==> config.mk <==
export PLATFORM = sky130hd
export DESIGN_NAME = ascii_dec_parser
export DESIGN_NICKNAME = d
export VERILOG_FILES = /design/src/rtl/ascii_dec_parser.sv
export SDC_FILE = /design/constraint.sdc
export NUM_CORES = 1
export LEC_CHECK = 0
export CAP_MARGIN = 40
export CORE_MARGIN = 4
export CORE_UTILIZATION = 51
export CTS_BUF_LIST = sky130_fd_sc_hd__clkbuf_4 sky130_fd_sc_hd__clkbuf_8
export DETAILED_ROUTE_END_ITERATION = 10
export PLACE_DENSITY = 0.72
export SLEW_MARGIN = 15
export SYNTH_ARGS = -nofsm -noshare
export SYNTH_HDL_FRONTEND = slang
export SYNTH_SLANG_ARGS = --single-unit
export TNS_END_PERCENT = 50
==> constraint.sdc <==
create_clock -name clk -period 7.5 [get_ports clk]
set_input_delay 1.5 -clock clk [delete_from_list [all_inputs] [get_ports clk]]
set_output_delay 1.5 -clock clk [all_outputs]
set_load 0.05 [all_outputs]
==> src/rtl/ascii_dec_parser.sv <==
// ascii_dec_parser
// Converts a newline-terminated ASCII decimal line into a binary word and
// holds the result (value/err/digits) until the consumer acknowledges it.
// Optional feature: define SIGNED_INPUT_EN to accept a leading '-' and
// produce a two's complement result with signed magnitude limits.
//
// state | meaning
// IDLE  | waiting for first significant byte of a line
// ACCUM | accumulating decimal digits
// DRAIN | bad character seen, swallowing bytes until '\n'
// DONE  | result presented, waiting for out_ack

module ascii_dec_parser #(
    parameter int WIDTH      = 32,
    parameter int MAX_DIGITS = 10
) (
    input  logic             clk,
    input  logic             rst,
    input  logic             in_vld,
    input  logic [7:0]       in_data,
    output logic             in_rdy,
    output logic             out_vld,
    input  logic             out_ack,
    output logic [WIDTH-1:0] value,
    output logic [1:0]       err,
    output logic [3:0]       digits,
    output logic             dropped
);

    localparam logic [7:0] CH_LF    = 8'h0A;
    localparam logic [7:0] CH_CR    = 8'h0D;
    localparam logic [7:0] CH_SP    = 8'h20;
    localparam logic [7:0] CH_MINUS = 8'h2D;

    localparam logic [1:0] ERR_OK    = 2'd0;
    localparam logic [1:0] ERR_OVF   = 2'd1;
    localparam logic [1:0] ERR_BAD   = 2'd2;
    localparam logic [1:0] ERR_EMPTY = 2'd3;

    typedef enum logic [1:0] {
        IDLE  = 2'd0,
        ACCUM = 2'd1,
        DRAIN = 2'd2,
        DONE  = 2'd3
    } state_t;

    state_t state, state_nxt;

    logic [WIDTH-1:0] acc;
    logic [3:0]       cnt;
    logic             ovf;
    logic             bad;
    logic             neg;

    logic [WIDTH-1:0] value_q;
    logic [1:0]       err_q;
    logic [3:0]       digits_q;
    logic             dropped_q;

    logic             take;
    logic             is_digit;
    logic             is_minus;
    logic             minus_ok;
    logic [3:0]       dval;
    logic [WIDTH+3:0] ext;
    logic [WIDTH+3:0] prod;
    logic [WIDTH+3:0] lim;
    logic             dig_ovf;
    logic             mag_ovf;
    logic             step_ovf;
    logic [1:0]       err_nxt;
    logic [WIDTH-1:0] val_nxt;

    // byte decode and next-digit arithmetic
    always_comb begin
        take     = in_vld && in_rdy;
        is_digit = (in_data >= 8'h30) && (in_data <= 8'h39);
        is_minus = (in_data == CH_MINUS);
        dval     = in_data[3:0];
        ext      = {4'b0000, acc};
        // acc*10 as two shifts; the 4 spare bits catch any carry out of WIDTH
        prod     = (ext << 3) + (ext << 1) + {{WIDTH{1'b0}}, dval};
`ifdef SIGNED_INPUT_EN
        minus_ok = 1'b1;
        lim      = {{(WIDTH+3){1'b0}}, 1'b1} << (WIDTH - 1);
        if (!neg) begin
            lim = lim - {{(WIDTH+3){1'b0}}, 1'b1};
        end
`else
        minus_ok = 1'b0;
        lim      = {4'b0000, {WIDTH{1'b1}}};
`endif
        mag_ovf  = (prod > lim);
        dig_ovf  = ((int'(cnt) + 1) > MAX_DIGITS);
        step_ovf = mag_ovf || dig_ovf;
    end

    // result seen at '\n': bad > ovf > empty > ok, value forced to 0 on error
    always_comb begin
        if (bad || (state == DRAIN)) begin
            err_nxt = ERR_BAD;
        end else if (ovf) begin
            err_nxt = ERR_OVF;
        end else if (cnt == 4'd0) begin
            err_nxt = ERR_EMPTY;
        end else begin
            err_nxt = ERR_OK;
        end
        if (err_nxt != ERR_OK) begin
            val_nxt = '0;
        end else if (neg) begin
            val_nxt = ~acc + {{(WIDTH-1){1'b0}}, 1'b1};
        end else begin
            val_nxt = acc;
        end
    end

    // state register
    always_ff @(posedge clk) begin
        if (rst) begin
            state <= IDLE;
        end else begin
            state <= state_nxt;
        end
    end

    // next-state logic
    always_comb begin
        state_nxt = state;
        case (state)
            IDLE: begin
                if (take) begin
                    if (is_digit) begin
                        state_nxt = ACCUM;
                    end else if ((in_data == CH_CR) || (in_data == CH_SP)) begin
                        state_nxt = IDLE;
                    end else if (in_data == CH_LF) begin
                        state_nxt = DONE;
                    end else if (is_minus && minus_ok) begin
                        state_nxt = ACCUM;
                    end else begin
                        state_nxt = DRAIN;
                    end
                end
            end
            ACCUM: begin
                if (take) begin
                    if (is_digit || (in_data == CH_CR)) begin
                        state_nxt = ACCUM;
                    end else if (in_data == CH_LF) begin
                        state_nxt = DONE;
                    end else begin
                        state_nxt = DRAIN;
                    end
                end
            end
            DRAIN: begin
                if (take && (in_data == CH_LF)) begin
                    state_nxt = DONE;
                end
            end
            DONE: begin
                if (out_ack) begin
                    state_nxt = IDLE;
                end
            end
            default: state_nxt = IDLE;
        endcase
    end

    // handshake outputs decoded from the state register
    always_comb begin
        in_rdy  = (state != DONE);
        out_vld = (state == DONE);
    end

    // accumulator, flags and held result
    always_ff @(posedge clk) begin
        if (rst) begin
            acc       <= '0;
            cnt       <= 4'd0;
            ovf       <= 1'b0;
            bad       <= 1'b0;
            neg       <= 1'b0;
            value_q   <= '0;
            err_q     <= ERR_OK;
            digits_q  <= 4'd0;
            dropped_q <= 1'b0;
        end else begin
            if (in_vld && !in_rdy) begin
                dropped_q <= 1'b1;
            end
            if (take && is_digit && ((state == IDLE) || (state == ACCUM))) begin
                if (cnt != 4'hF) begin
                    cnt <= cnt + 4'd1;
                end
                if (step_ovf) begin
                    ovf <= 1'b1;
                end else if (!ovf) begin
                    acc <= prod[WIDTH-1:0];
                end
            end
            if (take && is_minus && minus_ok && (state == IDLE)) begin
                neg <= 1'b1;
            end
            if ((state_nxt == DRAIN) && (state != DRAIN)) begin
                bad <= 1'b1;
            end
            if (take && (in_data == CH_LF)) begin
                value_q  <= val_nxt;
                err_q    <= err_nxt;
                digits_q <= cnt;
            end
            if ((state == DONE) && out_ack) begin
                acc <= '0;
                cnt <= 4'd0;
                ovf <= 1'b0;
                bad <= 1'b0;
                neg <= 1'b0;
            end
        end
    end

    assign value   = value_q;
    assign err     = err_q;
    assign digits  = digits_q;
    assign dropped = dropped_q;

endmodule
==> flow_summary.ini, run 1 <==
[floorplanning]
die_h_um = 112.8
io_pins = 53
floorplan.initialDensity = 0.5192
core_mm2 = 0.01079
dieArea_mm2 = 0.01273
die_width_um = 112.8
num_rows = 38

[drt]
routedWlPerCell_um = 17.02
drtPass1Iterations = 5
vias = 5083
drtIter0Drc = 345
totalWireLength_um = 14550
via_per_inst = 5.945
antenna_left = 0
drcViolationCount = 0

[pwr]
p_int_w = 0.0006568
peakVddDrop_mv = 0.1134
leakagePower_nw = 2.806
comb_power_share = 0.038
power.density_mw_per_mm2 = 132.5
power_frac_clock = 0.465
switchingPower_w = 0.0001921
seq_power_share = 0.497
swShare = 0.2263

[logic_synthesis]
syn_nets = 761
synth_area_mm2 = 0.005604
synth_largest_area_cell = dfxtp_1
synth_ff_type = dfxtp_1
synth_top_cell_area_share = 0.2822
synth_cell_types = 65
ys_ff_latch = 79
synth-edff-count = 0
ys_seq_area_frac = 0.2822
synthTopCellsByArea = dfxtp_1 28%, ha_1 15%, nand2_1 6.4%
synth_async_sr_flop_share = 0
synthCells = 681
yosys_warnings = 0
synth_area_per_cell_um2 = 8.229

[cells_and_area]
final_net_count = 791
layout_commonest_cell = nand2_1
final_cell_mix = 96 x nand2_1, 79 x dfxtp_1, 69 x nor2_1, 66 x ha_1, 52 x clkdlybuf4s50_1
final_core_util = 0.5936
synthToLayoutAreaGrowth_pct = 14.31
stdcell_count = 855
num_antenna_cells = 0
layout-drive-gt1-share = 0.04755

[placement]
pre_cts_ws_ps = 1332
dp_cells = 840
port_buffers = 52
hpwlAfterDp_um = 10880
gp_congestion = 0.9311

[timing]
worst_slew_pin_slew_ps = 802.9
setup_viol = 0
period_needed_ps = 5757
final.setup.tns_ps = 0
maxSlewHeadroom = 0.4641
maxSlewViolCount = 0
post-route-period-util = 0.7676
fmax_mhz = 173.7
clock_skew_ps = 12.63
rsz0062_at_grt = false
hold_viol_final = 0
worst_slack_ps = 1743
fin_hold_ws_ps = 477.1

[cts]
cts_hold_buf = 0
cts-resized-gates = 0
insertion_delay_ps = 390
cts-root-buf = clkbuf_8
cts-htree-levels = 3
cts_setup_buffers = 0
cts_buffer_depth = 2
cts-buffers-inserted = 9
cts_tree = built
cts.clk_slew.worst_paths_ps = 90
clock-sinks = 79

[critical_path]
cp_max_fo = 21
arrival_ps = 6050
worst-setup-path-type = in2reg
worstSetupStartpointType = input pin
cp-end-kind = flip-flop
cp.required_ps = 7790

[global_routing]
grt_antenna_before_repair = 0
grtUsageMet2 = 0.4021
grt_pass1_vias = 5008
busiest_layer = met2
grtUsageMet1 = 0.2887
use_met3 = 0.04759
grt_max_degree = 59
grt_first_pass_wirelength_um = 24320
grt_overflow = 0
gr-usage-all-layers = 0.2338

[worst_hold_path]
hold_class = reg2reg

[status]
run_status = complete, no violations

[run]
drv_cap = 0
==> path summary, 6_finish.rpt <==
path                   start      end  slack [ps]  cells after the start
setup / recovery  in_data[3]   acc[5]        1740                     13
hold reg to reg      dropped  dropped         480                      2
setup reg to reg      acc[0]   acc[5]        3020                     12
hold / removal       dropped  dropped         480                      2
==> Yosys cell counts, types with 11 or more instances <==
master    count
nor2_1       70
xnor2_1      17
inv_1        21
dfxtp_1      79
o21ai_0      15
nand2_1      96
mux2i_1      31
a21oi_1      51
xor2_1       11
ha_1         66
a22oi_1      33
a21o_1       15
clkbuf_1     23
==> cell type report <==
| class | count | area [um^2] |
|---|---|---|
| well taps | 140 | 175.2 |
| inverters | 21 | 78.83 |
| clock buffers | 10 | 131.4 |
| repair buffers | 56 | 550.5 |
| multi-input cells | 544 | 3781 |
| clock inverters | 5 | 107.6 |
| flip-flops and latches | 79 | 1582 |
| fillers | 960 | 4387 |
==> per-layer routing <==
layer / vias to the layer above / share of wire
li1: 2533 / -
met1: 2428 / 0.46
met2: 93 / 0.49
met3: 29 / 0.030
met4: 0 / 0.021
met5: - / 0
==> through the flow <==
stage / total power (W) / instance area [um^2]
after floorplan: 0.0004505 / 5604
after global placement: 0.0004628 / 6167
after detailed placement: 0.0004641 / 6167
after CTS: 0.0008542 / 6406
after global routing: 0.0008758 / 6406
final: 0.0008489 / 6406
==> sequential cells by signal, summed over array words and instances, names as in the netlist <==
name,count
value,32
state,2
digits,4
acc,32
ovf,1
cnt,4
bad,1
err,2
dropped,1
==> worst max-delay path, stage by stage <==
cell and delay [ps]:
clkdlybuf4s50_1 550, inv_1 90, fa_1 540, inv_1 70
fa_1 490, a211oi_2 290, o21ai_1 140, a31oi_1 250
a21oi_1 190, a311o_1 450, a2111oi_4 420, nand3_2 680
mux2i_1 390
==> kinds of logic after synthesis <==
logic type                 synth area share
buffers and inverters               0.04555
adders and majority gates            0.1545
muxes                               0.05805
DFF                                  0.2822
xor gates and xnor gates            0.04376
AOI/OAI and AO/OA                    0.2378
and+or+nand+nor                      0.1782
==> power by group through the flow <==
stage                     Sequential [W]  Combinational, W  Clock, W
after floorplan                 0.000431         0.0000192         0
after global placement          0.000432         0.0000313         0
after detailed placement        0.000432         0.0000325         0
after CTS                       0.000422         0.0000327  0.000400
after global routing            0.000422         0.0000362  0.000418
final                           0.000422         0.0000323  0.000395
Power figures use the tool's default switching activity.
==> run 2: changes to the inputs <==
--- a/config.mk
+++ b/config.mk
@@ -10,7 +10,7 @@
 export CORE_UTILIZATION = 51
 export CTS_BUF_LIST = sky130_fd_sc_hd__clkbuf_4 sky130_fd_sc_hd__clkbuf_8
 export DETAILED_ROUTE_END_ITERATION = 10
-export PLACE_DENSITY = 0.72
+export PLACE_DENSITY = 0.75
 export SLEW_MARGIN = 15
 export SYNTH_ARGS = -nofsm -noshare
 export SYNTH_HDL_FRONTEND = slang
==> constraint.sdc (replaced) <==
create_clock -name clk -period 4.94 [get_ports clk]
set_input_delay 0.988 -clock clk [delete_from_list [all_inputs] [get_ports clk]]
set_output_delay 0.988 -clock clk [all_outputs]
set_load 0.05 [all_outputs]
==> flow_summary.ini, run 2 (synthesis results as in run 1) <==
[cells_and_area]
synthToLayoutAreaGrowth_pct = 14.98
final_cell_mix = 96 x nand2_1, 79 x dfxtp_1, 69 x nor2_1, 66 x ha_1, 52 x clkdlybuf4s50_1
stdcell_count = 866
final_area_mm2 = 0.006444
layout-drive-gt1-share = 0.06198
final_core_util = 0.5970
num_antenna_cells = 0
final_net_count = 801
layout_commonest_cell = nand2_1

[placement]
place_area_mm2 = 0.006255
hpwlAfterDp_um = 10180
gp_congestion = 1.030
dp_cells = 850
port_buffers = 52

[floorplanning]
die_h_um = 112.8
floorplan.initialDensity = 0.5192
io_pins = 53
die_width_um = 112.8
core_mm2 = 0.01079
dieArea_mm2 = 0.01273
num_rows = 38

[critical_path]
worstSetupStartpointType = input pin
timing.rr.start = acc[0]
cp.required_ps = 5240
r2r_slack_ps = 1110
r2r_end = acc[3]
cp_max_fo = 6
arrival_ps = 4830
reg2reg_depth = 13
cp-end-kind = flip-flop
crit_start = in_data[3]
worst-setup-path-type = in2reg

[pwr]
power.density_mw_per_mm2 = 178.8
peakVddDrop_mv = 0.1297
leakagePower_nw = 2.838

[global_routing]
gr-usage-all-layers = 0.2178
grt_overflow = 0
grt_first_pass_wirelength_um = 23080
grt_max_degree = 44
grt_pass1_vias = 4958
grt_antenna_before_repair = 0

[timing]
setup_viol = 0
hold_viol_final = 0
maxSlewHeadroom = 0.4856
final.setup.tns_ps = 0
fmax_mhz = 220.7
worst_slew_pin_slew_ps = 770.0
period_needed_ps = 4530
post-route-period-util = 0.9171
rsz0062_at_grt = false
maxSlewViolCount = 0
clock_skew_ps = 18.10

[worst_hold_path]
hold_depth = 2
hp-start = bad
min_to = bad
hold_class = reg2reg

[cts]
cts-root-buf = clkbuf_8
cts.clk_slew.worst_paths_ps = 90
cts_hold_buf = 0
insertion_delay_ps = 370
cts-resized-gates = 0
cts_tree = built
clock-sinks = 79
cts-htree-levels = 3
cts_buffer_depth = 2
cts-buffers-inserted = 9
cts_setup_buffers = 0

[status]
run_status = complete, no violations

[drt]
via_per_inst = 5.851
antenna_left = 0
vias = 5067
routedWlPerCell_um = 15.60
drcViolationCount = 0
drtIter0Drc = 254
drtPass1Iterations = 5
totalWireLength_um = 13510

[run]
drv_cap = 0
-- run 2: critical path, cell delays in order --
cell	delay, ps
clkdlybuf4s50_1	480
inv_1	60
fa_1	520
inv_1	70
fa_1	450
a211oi_2	280
o21ai_1	120
a31oi_1	230
a21oi_1	120
a311o_1	420
a2111oi_4	420
and3_1	280
buf_4	190
mux2i_1	200
-- run 2: worst max-delay path by stage --
stage | slack (ps) | end
finish | 410 | acc[3]
global route | 140 | acc[3]
CTS | 410 | acc[3]
detailed placement | 30 | acc[2]
global placement | 90 | acc[17]
floorplan | 570 | acc[17]
-- run 2: layout make-up --
type | count | area, um^2
Inverter | 21 | 78.83
Clock inverter | 5 | 43.79
Timing Repair Buffer | 66 | 638.1
Sequential cell | 79 | 1582
Clock buffer | 11 | 145.1
Tap cell | 140 | 175.2
Fill cell | 969 | 4349
Multi-Input combinational cell | 544 | 3781
-- run 2: power breakdown --
part | internal [W] | leakage (nW) | switching, W
logic | 0.0000196 | 2.10 | 0.0000298
registers | 0.000638 | 0.637 | 0.00000207
clock network | 0.000206 | 0.0971 | 0.000257
-- run 2: per-stage QoR --
step / total power [W] / hold slack (ps) / setup slack [ps]
final: 0.001152 / 481.4 / 409.7
after detailed placement: 0.0007042 / 465.4 / 27.49
after floorplan: 0.0006840 / 437.5 / 567.7
after global placement: 0.0007031 / 450.3 / 94.40
after CTS: 0.001164 / 488.4 / 414.0
after global routing: 0.001196 / 537.4 / 137.4
-- run 2: metal layers --
metal | GRT usage | share of wire | up-vias
met5 | 0 | 0 | -
met4 | 0.09375 | 0.026 | 0
met3 | 0.02781 | 0.029 | 25
met2 | 0.3768 | 0.49 | 92
met1 | 0.2717 | 0.46 | 2396
li1 | - | - | 2554
==> run 3: changes to the inputs <==
--- a/config.mk
+++ b/config.mk
@@ -5,12 +5,13 @@
 export SDC_FILE = /design/constraint.sdc
 export NUM_CORES = 1
 export LEC_CHECK = 0
-export CAP_MARGIN = 40
 export CORE_MARGIN = 4
 export CORE_UTILIZATION = 51
 export CTS_BUF_LIST = sky130_fd_sc_hd__clkbuf_4 sky130_fd_sc_hd__clkbuf_8
+export CTS_CLUSTER_DIAMETER = 60
 export DETAILED_ROUTE_END_ITERATION = 10
 export PLACE_DENSITY = 0.75
+export SKIP_LAST_GASP = 1
 export SLEW_MARGIN = 15
 export SYNTH_ARGS = -nofsm -noshare
 export SYNTH_HDL_FRONTEND = slang
==> results of run 3 <==
Final layout, timing and power as in run 2 (identical DEF).
